## src/rtl/torus_eject_sink_if.sv

```systemverilog
// Eject-port bundle between the torus switch (flit source), the
// destination-side sink and its local consumer.
//   master : switch + consumer side (drives flits and out_rdy)
//   slave  : the sink (drives backpressure and the show-ahead head)
interface torus_eject_sink_if #(
  parameter int unsigned X_W = 2,
  parameter int unsigned Y_W = 2,
  parameter int unsigned D_W = 256
);
  logic           in_v;
  logic [X_W-1:0] in_x;
  logic [Y_W-1:0] in_y;
  logic [D_W-1:0] in_data;
  logic           in_b;
  logic           out_v;
  logic [D_W-1:0] out_data;
  logic           out_rdy;

  modport master (
    output in_v, in_x, in_y, in_data, out_rdy,
    input  in_b, out_v, out_data
  );

  modport slave (
    input  in_v, in_x, in_y, in_data, out_rdy,
    output in_b, out_v, out_data
  );
endinterface

```

## src/rtl/torus_eject_sink.sv

```systemverilog
// Destination-side receiver for one torus NoC node. Buffers flits delivered
// on the switch eject port in a small show-ahead FIFO and drives registered
// backpressure toward the switch. The backpressure threshold leaves BP_SLACK
// free slots for flits already on the link. Flits are address-checked against
// this node's coordinates and counted. A RUN/DRAIN/DONE FSM raises done once
// N_PACKETS have been accepted and the buffer has emptied.
module torus_eject_sink #(
  parameter int unsigned X_W       = 2,
  parameter int unsigned Y_W       = 2,
  parameter int unsigned D_W       = 256,
  parameter int unsigned X         = 0,
  parameter int unsigned Y         = 0,
  parameter int unsigned N_PACKETS = 128,
  parameter int unsigned DEPTH     = 4,
  parameter int unsigned BP_SLACK  = 2,
  parameter int unsigned CNT_W     = 16
) (
  input  logic             clk,
  input  logic             rst,
  torus_eject_sink_if.slave bus,
  output logic [CNT_W-1:0] rx_count,
  output logic             err_addr,
  output logic             err_ovf,
  output logic             err_extra,
  output logic             done
);

  localparam int unsigned AW    = $clog2(DEPTH);
  localparam int unsigned OCC_W = AW + 1;
  // Wide enough to hold N_PACKETS without the compare ever aliasing.
  localparam int unsigned TOT_W = $clog2(N_PACKETS + 1) + 1;

  localparam logic [OCC_W-1:0] DEPTH_C   = OCC_W'(DEPTH);
  localparam logic [OCC_W-1:0] BP_THRESH = OCC_W'(DEPTH - BP_SLACK);
  localparam logic [TOT_W-1:0] N_C       = TOT_W'(N_PACKETS);
  localparam logic [X_W-1:0]   X_C       = X_W'(X);
  localparam logic [Y_W-1:0]   Y_C       = Y_W'(Y);

  typedef enum logic [1:0] {
    ST_RUN   = 2'd0,
    ST_DRAIN = 2'd1,
    ST_DONE  = 2'd2
  } state_t;

  logic [D_W-1:0]   mem_r [DEPTH];
  logic [AW-1:0]    wr_ptr_r;
  logic [AW-1:0]    rd_ptr_r;
  logic [OCC_W-1:0] occ_r;
  logic [TOT_W-1:0] tot_r;
  state_t           state_r;
  logic             out_v_r;
  logic             in_b_r;
  logic             done_r;
  logic [CNT_W-1:0] rx_count_r;
  logic             err_addr_r;
  logic             err_ovf_r;
  logic             err_extra_r;

  logic             addr_ok_s;
  logic             full_s;
  logic             pop_s;
  logic             push_s;
  logic [OCC_W-1:0] occ_nxt_s;
  logic [TOT_W-1:0] tot_nxt_s;

  // Accept/pop decisions and next occupancy / accepted total.
  always_comb begin
    addr_ok_s = (bus.in_x == X_C) && (bus.in_y == Y_C);
    full_s    = (occ_r == DEPTH_C);
    pop_s     = out_v_r & bus.out_rdy;
    push_s    = bus.in_v & addr_ok_s & (state_r != ST_DONE) & (~full_s | pop_s);
    occ_nxt_s = occ_r;
    tot_nxt_s = tot_r;
    if (push_s && !pop_s) begin
      occ_nxt_s = occ_r + OCC_W'(1);
    end else if (!push_s && pop_s) begin
      occ_nxt_s = occ_r - OCC_W'(1);
    end else begin
      occ_nxt_s = occ_r;
    end
    if (push_s) begin
      tot_nxt_s = tot_r + TOT_W'(1);
    end else begin
      tot_nxt_s = tot_r;
    end
  end

  // Payload storage; contents are don't-care until written, so no reset.
  always_ff @(posedge clk) begin
    if (push_s) begin
      mem_r[wr_ptr_r] <= bus.in_data;
    end
  end

  // FIFO pointers, occupancy, head-valid, counters and sticky error flags.
  always_ff @(posedge clk or negedge rst) begin
    if (!rst) begin
      wr_ptr_r    <= '0;
      rd_ptr_r    <= '0;
      occ_r       <= '0;
      tot_r       <= '0;
      out_v_r     <= 1'b0;
      rx_count_r  <= '0;
      err_addr_r  <= 1'b0;
      err_ovf_r   <= 1'b0;
      err_extra_r <= 1'b0;
    end else begin
      if (push_s) begin
        wr_ptr_r <= wr_ptr_r + AW'(1);
      end
      if (pop_s) begin
        rd_ptr_r <= rd_ptr_r + AW'(1);
      end
      occ_r   <= occ_nxt_s;
      tot_r   <= tot_nxt_s;
      out_v_r <= (occ_nxt_s != '0);
      if (push_s && (rx_count_r != '1)) begin
        rx_count_r <= rx_count_r + CNT_W'(1);
      end
      if (bus.in_v && !addr_ok_s) begin
        err_addr_r <= 1'b1;
      end
      if (bus.in_v && full_s && !pop_s) begin
        err_ovf_r <= 1'b1;
      end
      if (bus.in_v && (state_r == ST_DONE)) begin
        err_extra_r <= 1'b1;
      end
    end
  end

  // Completion FSM with registered done and backpressure (forced low in DONE).
  always_ff @(posedge clk or negedge rst) begin
    if (!rst) begin
      state_r <= ST_RUN;
      done_r  <= 1'b0;
      in_b_r  <= 1'b0;
    end else begin
      case (state_r)
        ST_RUN: begin
          // Also covers N_PACKETS==0: the total already matches after reset.
          if (tot_nxt_s == N_C) begin
            state_r <= ST_DRAIN;
          end else begin
            state_r <= ST_RUN;
          end
          done_r <= 1'b0;
          in_b_r <= (occ_nxt_s >= BP_THRESH);
        end
        ST_DRAIN: begin
          // Judged on next occupancy: a push+pop of the last entry keeps us here.
          if (occ_nxt_s == '0) begin
            state_r <= ST_DONE;
            done_r  <= 1'b1;
            in_b_r  <= 1'b0;
          end else begin
            state_r <= ST_DRAIN;
            done_r  <= 1'b0;
            in_b_r  <= (occ_nxt_s >= BP_THRESH);
          end
        end
        ST_DONE: begin
          state_r <= ST_DONE;
          done_r  <= 1'b1;
          in_b_r  <= 1'b0;
        end
        default: begin
          state_r <= ST_RUN;
          done_r  <= 1'b0;
          in_b_r  <= 1'b0;
        end
      endcase
    end
  end

  assign bus.in_b     = in_b_r;
  assign bus.out_v    = out_v_r;
  assign bus.out_data = mem_r[rd_ptr_r];
  assign rx_count     = rx_count_r;
  assign err_addr     = err_addr_r;
  assign err_ovf      = err_ovf_r;
  assign err_extra    = err_extra_r;
  assign done         = done_r;

endmodule

```

## src/flat_wrapper.sv

```systemverilog
// flat-port wrapper written by rule: the top's interface ports become plain ports
module torus_eject_sink_flat 
#(
  parameter int unsigned X_W       = 2,
  parameter int unsigned Y_W       = 2,
  parameter int unsigned D_W       = 256,
  parameter int unsigned X         = 0,
  parameter int unsigned Y         = 0,
  parameter int unsigned N_PACKETS = 128,
  parameter int unsigned DEPTH     = 4,
  parameter int unsigned BP_SLACK  = 2,
  parameter int unsigned CNT_W     = 16
)
  (clk, rst, rx_count, err_addr, err_ovf, err_extra, done, bus_in_v, bus_in_x, bus_in_y, bus_in_data, bus_out_rdy, bus_in_b, bus_out_v, bus_out_data);
  torus_eject_sink_if #(.X_W(X_W), .Y_W(Y_W), .D_W(D_W)) bus_i ();
  input  logic clk;
  input  logic rst;
  output logic [CNT_W-1:0] rx_count;
  output logic err_addr;
  output logic err_ovf;
  output logic err_extra;
  output logic done;
  input wire logic [$bits(bus_i.in_v)-1:0] bus_in_v;
  input wire logic [$bits(bus_i.in_x)-1:0] bus_in_x;
  input wire logic [$bits(bus_i.in_y)-1:0] bus_in_y;
  input wire logic [$bits(bus_i.in_data)-1:0] bus_in_data;
  input wire logic [$bits(bus_i.out_rdy)-1:0] bus_out_rdy;
  output wire logic [$bits(bus_i.in_b)-1:0] bus_in_b;
  output wire logic [$bits(bus_i.out_v)-1:0] bus_out_v;
  output wire logic [$bits(bus_i.out_data)-1:0] bus_out_data;
  assign bus_i.in_v = bus_in_v;
  assign bus_i.in_x = bus_in_x;
  assign bus_i.in_y = bus_in_y;
  assign bus_i.in_data = bus_in_data;
  assign bus_i.out_rdy = bus_out_rdy;
  assign bus_in_b = bus_i.in_b;
  assign bus_out_v = bus_i.out_v;
  assign bus_out_data = bus_i.out_data;
  torus_eject_sink #(.X_W(X_W), .Y_W(Y_W), .D_W(D_W), .X(X), .Y(Y), .N_PACKETS(N_PACKETS), .DEPTH(DEPTH), .BP_SLACK(BP_SLACK), .CNT_W(CNT_W)) u_core (.clk(clk), .rst(rst), .bus(bus_i), .rx_count(rx_count), .err_addr(err_addr), .err_ovf(err_ovf), .err_extra(err_extra), .done(done));
endmodule
```

## config.mk

```make
export PLATFORM = sky130hd
export DESIGN_NAME = torus_eject_sink_flat
export DESIGN_NICKNAME = d
export VERILOG_FILES = /design/src/rtl/torus_eject_sink_if.sv /design/src/rtl/torus_eject_sink.sv /design/src/flat_wrapper.sv
export SDC_FILE = /design/constraint.sdc
export NUM_CORES = 1
export LEC_CHECK = 0
export CAP_MARGIN = 20
export CORE_MARGIN = 2
export CORE_UTILIZATION = 25
export CTS_CLUSTER_DIAMETER = 50
export DETAILED_ROUTE_END_ITERATION = 10
export SLEW_MARGIN = 20
export SYNTH_ARGS = -nofsm -noshare
export SYNTH_HDL_FRONTEND = slang
export SYNTH_SLANG_ARGS = --single-unit
```

## constraint.sdc

```tcl
create_clock -name clk -period 9.1 [get_ports clk]
set_clock_uncertainty 0.05 [all_clocks]
set_input_delay 2.73 -clock clk [delete_from_list [all_inputs] [get_ports clk]]
set_output_delay 2.73 -clock clk [all_outputs]
set_load 0.005 [all_outputs]
```

==> metrics.txt <==
gr usage total 11.0%; worst slack at placement 2.17 ns; Primary FF master, synth edfxtp_1; initial antenna violation count 16; CP max FO 80; Worst Path Buf+Inv 2; Slew HR 28.4%; number of cells on the critical path 3; final antenna-violating net count 0; Netlist cell types 51; CTS tree done; clk root buf clkbuf_16; switching portion of total power 26.0%; port bufs 541; Avg Cell Area, Syn 25.1 sq um; first-pass GRT wire length 129 mm; synthesized flop and latch total 1064; final worst setup slack 2.81 ns; r2r worst-path depth 7; Synth async-reset ratio 3.76%; CTS sink cnt 1064; crit-path leading delay family buffers and inverters; most frequent cells in the layout edfxtp_1 (1024), clkdlybuf4s50_1 (540), mux4_2 (256); Routed WL per cell 20.6 microns; CP endpoint kind output port; vias 18.2k; area of the multi-input gates 0.00688 sq mm; Die Wd 398 microns; grt ovf 0; post-DR vias/cell 4.20; HP Class reg2reg; Die H 398 microns; commonest non-fill, non-tap cell in the layout edfxtp_1; Max Clk Rate 159 MHz; maxcap violations 0; Flop pwr share 40.3%; Synth area leaders edfxtp_1 (79%), mux4_2 (15%), dfrtp_1 (2.6%); register area share after synthesis 81.6%; max-slew violations 0; Post-synth EDFFs 1024; layout cells sized above 1 21.7%; worst-margin pin slew 1.07 ns; pwr/cell area 273 mW/mm^2; R2R setup slack 5.64 ns; critical-path cell list buf_12 -> mux4_2 -> clkdlybuf4s50_1; PostCTS Resize Cnt 0; reg2reg start u_core.occ_r[0]; Clock power frac 33.2%; hold_buf cts 0; Core Footprint 0.154 sq mm; status complete, no violations; Net count, final 2467; TNS Setup 0 ns; Final min period 6.29 ns; Psw 0.00361 W; Area Growth Syn to Fin 31.2%; cts bufs inserted 118; CP max stage delay 0.90 ns; I/O pins 542; RSZ-0062 raised after global routing no; Max VDD drop 0.208 mV; Filler cells 14.6k; routability cong. 0.728; HPWL after DPL 57.6 mm; Worst Path Required 6.32 ns; Worst Hold Slack 0.415 ns; CP Capture Point bus_out_data[50]; vias in the first global route 19.2k; DRT Pass-1 Iters 7; Synth Warn # 0; Pleak 16.1 nW; worst skew pair latency 0.73 ns; R2R Path End u_core.mem_r[2][186]; H-tree lvl count 3; Post-CTS Setup Inserts 0; CP Class reg2out; Final Setup Violations 0; clk buf depth 3; clock slew at reported path FFs 0.06 ns; combinational power share 26.5%; Post-Syn Area 0.0389 sq mm; final hold vios 0; DRT Wirelength 89.6 mm; Slowest cell on crit path dfrtp_4; Post-Syn Nets 1824; initial DRC count 1111; DRC 0; FP Rows 144; largest net degree at the start of global routing 129; Worst EP arrival 3.51 ns; Cells after Synth 1547; register area 0.0318 sq mm; Startpoint Class flop; Tcrit/Tclk final 69.1%; initial core utilization 25.2%; Int Pwr 0.0103 W; Hold Path Origin u_core.err_extra; crit path from u_core.rd_ptr_r[0]; cell taking the most area after synthesis edfxtp_1; area share of the largest cell type after synthesis 79.1%; full die area 0.159 sq mm
how the worst min path moves through the flow:
stage                       end  cells after the start
2_1_floorplan  u_core.err_extra                      1
3_3_place_gp   u_core.err_extra                      1
3_5_place_dp   u_core.err_extra                      1
4_1_cts        u_core.err_extra                      1
5_1_grt        u_core.err_extra                      1
6_report       u_core.err_extra                      1
layer usage:
metal | vias up | wire, microns | track usage (%)
met2 | 536 | 45100 | 18.2
met4 | 24 | 1870 | 3.40
met5 | - | 151 | 0
met3 | 141 | 6660 | 3.59
met1 | 9583 | 35800 | 13.6
li1 | 7945 | - | -
power groups by stage:
| stage | logic (W) | registers, W | clock network [W] |
|---|---|---|---|
| after detailed placement | 0.00378 | 0.00572 | 0 |
| final | 0.00369 | 0.00561 | 0.00463 |
| after floorplan | 0.00182 | 0.00563 | 0 |
| after CTS | 0.00381 | 0.00562 | 0.00478 |
| after global placement | 0.00379 | 0.00572 | 0 |
| after global routing | 0.00395 | 0.00563 | 0.00495 |
flip-flops by register name (all words and copies together) (netlist names):
| name | cells |
|---|---|
| u_core.bus.in_b | 1 |
| u_core.bus.out_v | 1 |
| u_core.done | 1 |
| u_core.err_addr | 1 |
| u_core.err_extra | 1 |
| u_core.err_ovf | 1 |
| u_core.mem_r | 1024 |
| u_core.occ_r | 3 |
| u_core.rd_ptr_r | 2 |
| u_core.rx_count | 16 |
| u_core.state_r | 2 |
| u_core.tot_r | 9 |
| u_core.wr_ptr_r | 2 |
cell usage after synthesis, types with 3 or more instances:
cell	number
dfrtp_1	40
mux2i_1	3
ha_1	13
nor3_1	7
nand2_1	20
buf_1	39
edfxtp_1	1024
inv_1	10
xor2_1	12
xnor2_1	15
mux4_2	256
nand3_1	8
nor2_1	10
and2_1	7
o21ai_0	5
clkbuf_1	21
nor4_1	3
nand2b_1	3
nand4_1	8
and3_1	3
nor2b_1	3
worst reg2reg max path: stages, from the launching register on:
cell      delay [ns]
dfrtp_1         0.42
inv_1           0.11
ha_1            0.24
and2_2          0.21
a211oi_4        0.61
and2_4          0.61
buf_12          0.28
buf_12          0.45
stage by stage:
stage	std cells	area [sq um]	utilization, %	power [W]
floorplan	1547	38900	-	0.00745
global placement	4113	47200	30.6	0.00951
detailed placement	4113	47200	30.6	0.00950
CTS	4335	51000	33.1	0.0142
global route	4340	51000	33.1	0.0145
finish	4340	51000	33.1	0.0139
logic make-up after synthesis:
family / synth area share, %
flip-flops: 81.6
multiplexers: 15.0
AND/OR/NAND/NOR: 1.17
buffers and inverters: 0.730
XOR/XNOR: 0.608
AO/OA/AOI/OAI: 0.489
adder cells (fa/ha/maj): 0.418
area by class of cell:
| type | count | area share [%] |
|---|---|---|
| clock inverters | 86 | 1.63 |
| repair buffers | 586 | 11.7 |
| flip-flops and latches | 1064 | 62.2 |
| clock buffers | 136 | 5.92 |
| diodes | 4 | 0.0196 |
| well taps | 2044 | 5.01 |
| multi-input cells | 410 | 13.5 |
| inverters | 10 | 0.0735 |
Power figures use the tool's default switching activity.
